===== config.mk =====
export PLATFORM = sky130hd
export DESIGN_NAME = spu_mast_seq
export DESIGN_NICKNAME = d
export VERILOG_FILES = /design/src/rtl/spu_mast_seq.sv
export SDC_FILE = /design/constraint.sdc
export NUM_CORES = 1
export LEC_CHECK = 0
export CAP_MARGIN = 40
export CORE_ASPECT_RATIO = 0.6
export CORE_MARGIN = 1.5
export CORE_UTILIZATION = 30
export DETAILED_ROUTE_END_ITERATION = 8
export PLACE_DENSITY_LB_ADDON = 0.1
export SLEW_MARGIN = 20
export SYNTH_ARGS = -nofsm -noshare
export SYNTH_HDL_FRONTEND = slang
export SYNTH_SLANG_ARGS = --single-unit

===== constraint.sdc =====
create_clock -name rclk -period 1.9 [get_ports rclk]
set_input_delay 0.285 -clock rclk [delete_from_list [all_inputs] [get_ports rclk]]
set_output_delay 0.285 -clock rclk [all_outputs]
set_load 0.01 [all_outputs]

===== src/rtl/spu_mast_seq.sv =====
// spu_mast_seq: MA store sequencer streaming an MA-memory region to L2 as 8-byte stores.
// Optional watchdog timeout is compiled in when SPU_MAST_SEQ_WDOG_EN is defined.
//
// state | meaning
// IDLE  | waiting for start
// RD    | one-cycle MA memory read of the next word
// REQ   | store request held to the LSU until mast_ack
// DRAIN | fixed holdoff, then wait for all outstanding store acks
// DONE  | one-cycle completion pulse
module spu_mast_seq #(
  parameter int LEN_W  = 6,
  parameter int MEM_AW = 6,
  parameter int TMO_W  = 10
) (
  input  logic              rclk,
  input  logic              arst_l,
  input  logic              start,
  input  logic [LEN_W-1:0]  start_len,
  input  logic [36:0]       start_pa,
  input  logic [MEM_AW-1:0] start_memidx,
  input  logic              abort,
  input  logic              mast_ack,
  input  logic              allma_stacks_ok,
  output logic              streq,
  output logic [36:0]       st_pa,
  output logic              memrd_en,
  output logic [MEM_AW-1:0] memrd_idx,
  output logic              busy,
  output logic              done,
  output logic              aborted,
  output logic              tmo_err
);

  typedef enum logic [2:0] {
    S_IDLE,
    S_RD,
    S_REQ,
    S_DRAIN,
    S_DONE
  } state_t;

  // Upstream ack counter lags mast_ack by two cycles, so DRAIN ignores it that long.
  localparam logic [1:0]       LP_HOLDOFF = 2'd2;
  localparam logic [LEN_W-1:0] LP_CNT_ONE = LEN_W'(1);

  state_t              r_state;
  logic [LEN_W-1:0]    r_cnt;
  logic [36:0]         r_pa;
  logic [MEM_AW-1:0]   r_idx;
  logic [1:0]          r_hold;
  logic                r_streq;
  logic                r_memrd_en;
  logic                r_busy;
  logic                r_done;
  logic                r_aborted;
  logic                w_tmo_hit;

`ifdef SPU_MAST_SEQ_WDOG_EN
  // Hit is flagged on the cycle the counter would reach all-ones.
  localparam logic [TMO_W-1:0] LP_WDOG_LAST = {{(TMO_W-1){1'b1}}, 1'b0};

  logic [TMO_W-1:0] r_wdog;
  logic             r_tmo_err;
  logic             w_wdog_run;

  assign w_wdog_run = ((r_state == S_REQ) && !mast_ack && !abort) ||
                      ((r_state == S_DRAIN) && (r_hold == 2'd0) && !allma_stacks_ok);
  assign w_tmo_hit  = w_wdog_run && (r_wdog == LP_WDOG_LAST);

  always_ff @(posedge rclk or negedge arst_l) begin
    if (!arst_l) begin
      r_wdog <= '0;
    end else if (w_wdog_run && !w_tmo_hit) begin
      r_wdog <= r_wdog + 1'b1;
    end else begin
      r_wdog <= '0;
    end
  end

  assign tmo_err = r_tmo_err;
`else
  assign w_tmo_hit = 1'b0;
  // Evaluates to 0 for every usable counter width.
  assign tmo_err   = (TMO_W < 1);
`endif

  always_ff @(posedge rclk or negedge arst_l) begin
    if (!arst_l) begin
      r_state    <= S_IDLE;
      r_cnt      <= '0;
      r_pa       <= '0;
      r_idx      <= '0;
      r_hold     <= '0;
      r_streq    <= 1'b0;
      r_memrd_en <= 1'b0;
      r_busy     <= 1'b0;
      r_done     <= 1'b0;
      r_aborted  <= 1'b0;
`ifdef SPU_MAST_SEQ_WDOG_EN
      r_tmo_err  <= 1'b0;
`endif
    end else begin
      case (r_state)
        S_IDLE: begin
          if (start) begin
            r_aborted <= 1'b0;
`ifdef SPU_MAST_SEQ_WDOG_EN
            r_tmo_err <= 1'b0;
`endif
            r_busy    <= 1'b1;
            if (start_len != '0) begin
              r_cnt      <= start_len;
              r_pa       <= start_pa;
              r_idx      <= start_memidx;
              r_memrd_en <= 1'b1;
              r_state    <= S_RD;
            end else begin
              r_done  <= 1'b1;
              r_state <= S_DONE;
            end
          end
        end

        S_RD: begin
          r_memrd_en <= 1'b0;
          if (abort) begin
            r_aborted <= 1'b1;
            r_hold    <= LP_HOLDOFF;
            r_state   <= S_DRAIN;
          end else begin
            r_streq <= 1'b1;
            r_state <= S_REQ;
          end
        end

        S_REQ: begin
          if (mast_ack) begin
            // An ack coinciding with abort still counts as an accepted store.
            r_streq <= 1'b0;
            r_cnt   <= r_cnt - 1'b1;
            r_pa    <= r_pa + 1'b1;
            r_idx   <= r_idx + 1'b1;
            if (abort) begin
              r_aborted <= 1'b1;
              r_hold    <= LP_HOLDOFF;
              r_state   <= S_DRAIN;
            end else if (r_cnt > LP_CNT_ONE) begin
              r_memrd_en <= 1'b1;
              r_state    <= S_RD;
            end else begin
              r_hold  <= LP_HOLDOFF;
              r_state <= S_DRAIN;
            end
          end else if (abort) begin
            r_streq   <= 1'b0;
            r_aborted <= 1'b1;
            r_hold    <= LP_HOLDOFF;
            r_state   <= S_DRAIN;
          end else if (w_tmo_hit) begin
            r_streq   <= 1'b0;
`ifdef SPU_MAST_SEQ_WDOG_EN
            r_tmo_err <= 1'b1;
`endif
            r_done    <= 1'b1;
            r_state   <= S_DONE;
          end
        end

        S_DRAIN: begin
          if (r_hold != 2'd0) begin
            r_hold <= r_hold - 1'b1;
          end else if (allma_stacks_ok) begin
            r_done  <= 1'b1;
            r_state <= S_DONE;
          end else if (w_tmo_hit) begin
`ifdef SPU_MAST_SEQ_WDOG_EN
            r_tmo_err <= 1'b1;
`endif
            r_done    <= 1'b1;
            r_state   <= S_DONE;
          end
        end

        S_DONE: begin
          r_done  <= 1'b0;
          r_busy  <= 1'b0;
          r_state <= S_IDLE;
        end

        default: begin
          r_streq    <= 1'b0;
          r_memrd_en <= 1'b0;
          r_done     <= 1'b0;
          r_busy     <= 1'b0;
          r_state    <= S_IDLE;
        end
      endcase
    end
  end

  assign streq     = r_streq;
  assign st_pa     = r_pa;
  assign memrd_en  = r_memrd_en;
  assign memrd_idx = r_idx;
  assign busy      = r_busy;
  assign done      = r_done;
  assign aborted   = r_aborted;

endmodule


# --- Word-level counts from Yosys, hierarchy flattened ---
# Index checks and enable logic that the tools add are counted.
word_totals:
  regBits: 59
  input_bits: 55
classes:
  addsub: 4
  order_cmp: 1
  eq_ne: 17
  n_mux: 48
  n_bitwise: 4
  reduce_logical: 18
ops:
  columns: ["operator", "count"]
  rows:
  - ["37-bit two-way mux", 3]
  - ["37-bit one-hot mux with 2 select lines", 1]
  - ["37-bit by 1-bit adder with 37-bit output (second input constant)", 1]
  - ["6-bit two-way mux", 6]
  - ["6-bit one-hot mux with 2 select lines", 2]
  - ["2-bit != test (second input constant)", 10]
  - ["3-bit two-way mux", 6]
  - ["1-bit two-way mux", 16]
  - ["2-bit two-way mux", 7]
  - ["3-bit one-hot mux with 4 select lines", 1]
  - ["1-bit one-hot mux with 3 select lines", 3]
  - ["3-bit AND reduction", 3]
  - ["4-bit AND reduction", 2]
  - ["6-bit by 1-bit adder with 6-bit output (second input constant)", 1]
  - ["3-bit by 2-bit equality test with 1-bit output (second input constant)", 2]
  - ["6-bit by 1-bit greater-than comparator with 1-bit output (second input constant)", 1]
  - ["2-bit one-hot mux with 3 select lines", 1]
  - ["6-bit AND reduction", 1]
  - ["2-bit nonzero test", 3]
  - ["6-bit nonzero test", 1]
  - ["3-bit OR reduction", 2]
  - ["6-bit by 1-bit subtractor with 6-bit output (second input constant)", 1]
  - ["5-bit AND reduction", 1]
  - ["4-bit != test (second input constant)", 1]
  - ["11 further kinds", 16]

# --- Longest topological paths before layout ---
depth:
  ltp_word: 5
  depth_mapped: 8

# --- Worst setup path after synthesis ---
# No wires, ideal clock.
synth_path:
  kind: "reg-to-reg"
  start: "register r_state[0]"
  end: "register r_pa[32] (netlist: st_pa[32])"
  setup_time_ns: 0.130
  t_arrival_ns: 1.754
  setup_slack_ns: 0.015
  stages_incl_launch_ff: 9
  path_cell_list: "dfrtp_1 buf_2 or3_4 a211oi_4 a21oi_2 buf_6 buf_2 a21oi_1 nand3_1"
synth_between:
  elab_chain_len: 3
  word_cells_on_any_way: 8
  classes_between: "eq/ne: 4; mux: 1; reduce/logical: 3"
synth_rtl:
  columns: ["element", "line", "source"]
  rows:
  - ["start, declared", "46", "state_t r_state;"]
  - ["start signal, assigned", "89", "r_state <= S_IDLE;"]
  - ["start signal, assigned", "116", "r_state <= S_RD;"]
  - ["start signal, assigned", "119", "r_state <= S_DONE;"]
  - ["3-bit by 2-bit equality test with 1-bit output / 3-bit logical NOT (equally long branches)", "103", "case (r_state)"]
  - ["2-bit != test (no source line) / 2-bit nonzero test (equally long branches)", null, null]
  - ["4-bit AND reduction (no source line)", null, null]
  - ["end signal, assigned", "113", "r_pa <= start_pa;"]
  - ["end signal, assigned", "141", "r_pa <= r_pa + 1'b1;"]
  - ["end, declared", "48", "logic [36:0] r_pa;"]
# Several ways; a longest one is shown, not always the timed one.
# A chain may end at the register's enable or synchronous reset.

# --- Worst setup path in the final report ---
layout_path:
  start: "register r_pa[8] (netlist: st_pa[8])"
  end: "register r_pa[34] (netlist: st_pa[34])"
layout_between:
  elab_chain_len: 3
layout_rtl:
  columns: ["element", "line", "source"]
  rows:
  - ["37-bit by 1-bit adder with 37-bit output", "141", null]
  - ["37-bit two-way mux", "137", "if (mast_ack) begin"]
  - ["37-bit one-hot mux with 2 select lines", "103", null]
# Every way passes these cells. The select of a mux whose other input is x is not followed.

==> run metrics <==
status=completed; total track usage=19.8%; Synth top area share=38.1%; Worst Hold Class=in2async; mean post-synth cell area=8.50 um2; layout cell share with drive strength beyond 1=24.3%; Clock Latency Late Sink=0.33 ns; number of placement rows=31; highest achievable clock rate=538 MHz; die width=150 um; top-count cell post-synth=dfrtp_1; Placed Cells=759; drt pass-1 iters=5; FFs w/ async S/R, synth=100%; sequential cell area fraction in the yosys report=38.1%; unrepaired setup endpoints after global routing=true; Area contributors post-synth=dfrtp_1 (38%), a21oi_1 (5.8%), a2bb2oi_2 (5.0%); # diodes=0; Final Non-Filler Cells=787; M3 GR Usage=5.03%; buffer depth of the longest clock path=2; minimum clock period=1.86 ns; CTS clk-pin slew, worst paths=0.05 ns; number of synthesized register bits=59; Setup CP Type=reg2reg; root buf cell=clkbuf_16; xor/xnor share of the synthesized area=0%; Synth area leader=dfrtp_1; port buffer count=102; Num CTS Buffers=9; global routing met2 resource utilization=26.8%; initial core utilization=31.4%; Gate Count Post-Synth=456; reg2reg setup slack=0.04 ns; crit path launch type=flip-flop; Final setup viols=0; routed wire length per instance=17.3 um; worst setup margin=0.0426 ns; Final Hold Fails=0; CP endpoint kind=flip-flop; CP Cell Sequence=nand3_2 -> nor3_1 -> buf_4 -> and3_2 -> a311oi_1 -> nor4_1; CTS tree=done; Post-Syn Area=0.00387 mm2; clock skew=0.00556 ns; drt drc=0; count of different cell masters after synthesis=56; first-pass GRT wire length=20900 um; H-tree depth=3; worst hold slack=0.421 ns; Reg2Reg Depth=6; core footprint=0.0123 mm2; Leak Pwr=2.43 nW; area delta synth->final=56.6%; CTS sink count=59; Final nets=677; initial antenna violation count=0; busiest grt layer=met1; Top FF cell, synth=dfrtp_1; EDFF count, synth=0; post-DR vias/cell=5.45; WL final=13700 um; num ports=104; GRT overflow=0; Max Cap Viol=0; Slew Limit Fails=0; Commonest cells post-synth=dfrtp_1 (59), a21oi_1 (45), nor2_1 (42); Placer Congestion=0.826; HPWL after DPL=9740 um; Synth Area in Simple Gates=22.7%; final worst path period share=97.8%; crit-path max cell delay=0.40 ns; Yosys Warn Count=0; crit-path leading delay family=simple AND/OR/NAND/NOR gates; r2r startpoint=st_pa[8]$_DFFE_PN0P_; Worst VDD drop=0.554 mV; GR Layer Usage met1=30.4%; Die Y=91.0 um; power density over cell area=1650 mW/mm2; routed via count=4287; post-synthesis adder-cell area fraction=1.61%; Crit-path slowest cell=dfrtp_1; mux cell area share after synthesis=1.07%; CP bufs+invs=1; compound-cell area share of the yosys netlist=29.9%; first-iteration detailed-routing DRC count=365; DRT antenna net count=0; largest family of logic cells by synthesized area=compound AO/OA/AOI/OAI gates; Util after Layout=49.2%; syn nets=516; CP Data Arrival Time=2.08 ns; reg2reg end=st_pa[34]$_DFFE_PN0P_; CP required=2.12 ns; Worst Path Max Fanout=12; TNS Setup=0 ns; Setup WS pre-CTS=-0.216 ns; Die ar.=0.0136 mm2; vias in the first global route=3966; largest net degree at the start of global routing=50
==> power by group <==
part	total (mW)	internal, mW	switching [mW]	leakage [nW]
clock network	1.52	0.950	0.568	0.137
registers	2.49	1.89	0.598	0.682
logic	6.03	3.07	2.96	1.61
==> worst reg2reg max path, delay by kind of cell, from the launching register on <==
family	cells	cell delay, ns
compound gates	1	0.13
buf+inv	1	0.22
flops	1	0.40
simple gates	4	1.01
==> cells by family (layout without fill, tap and decap cells) <==
group | after synthesis | count (layout)
AOI/OAI and AO/OA | 161 | 161
adders and majority gates | 5 | 5
buffers and inverters | 55 | 221
DFF | 59 | 59
muxes | 4 | 4
other | 1 | 1
and+or+nand+nor | 171 | 171
==> cell type report <==
type	count	area (um2)
Inverter	19	71.3
Timing Repair Buffer	186	1790
Multi-Input combinational cell	342	2250
Sequential cell	59	1480
Tap cell	165	206
Fill cell	1186	6270
Clock inverter	2	10.0
Clock buffer	14	264
==> stage by stage <==
stage / instance area [um2] / power, mW
floorplan: 3870 / 5.53
global placement: 5580 / 8.09
detailed placement: 5580 / 8.19
CTS: 5870 / 9.79
global route: 6070 / 10.7
finish: 6070 / 10.0
==> cells in the final DEF (no fill, tap or decap), types with 17 or more instances in the layout <==
master and instances:
nor2_1 42, a21oi_1 45, o22ai_1 17, dfrtp_1 59, buf_4 71, o21ai_0 21, nand2_1 33, inv_1 19
clkdlybuf4s50_1 101, nand3_1 22
==> how the worst max path moves through the flow <==
stage | end | startpoint | slack [ns] | cells after the start
final | st_pa[34]$_DFFE_PN0P_ | st_pa[8]$_DFFE_PN0P_ | 0.04 | 6
after global routing | st_pa[26]$_DFFE_PN0P_ | r_state[2]$_DFFE_PN0P_ | -0.03 | 6
after CTS | st_pa[26]$_DFFE_PN0P_ | r_state[1]$_DFFE_PN0P_ | 0.03 | 6
after detailed placement | r_cnt[0]$_DFFE_PN0P_ | start_len[1] | -0.22 | 7
after global placement | st_pa[16]$_DFFE_PN0P_ | start_len[0] | -0.18 | 8
after floorplan | st_pa[32]$_DFFE_PN0P_ | r_state[0]$_DFFE_PN0P_ | 0.02 | 8
==> repair_timing <==
| item | in CTS | in global routing |
|---|---|---|
| gates cloned | 0 | 1 |
| setup endpoints to repair | 3 | 31 |
| pin swaps | 0 | 8 |
| buffers inserted | 0 | 10 |
| hold buffers | 1 | 0 |
| resized for setup | 2 | 18 |
| hold endpoints to repair | 11 | 0 |
==> layer usage <==
layer	up-vias	wire (um)
met5	-	0
met4	0	166
met3	16	1100
met2	189	5370
met1	2053	7020
li1	2029	-
==> sequential cells by signal (all words and copies together) (netlist names) <==
signal	flops
aborted	1
busy	1
done	1
memrd_en	1
memrd_idx	6
r_cnt	6
r_hold	2
r_state	3
st_pa	37
streq	1
No activity file was read; power rests on OpenSTA's default activity.
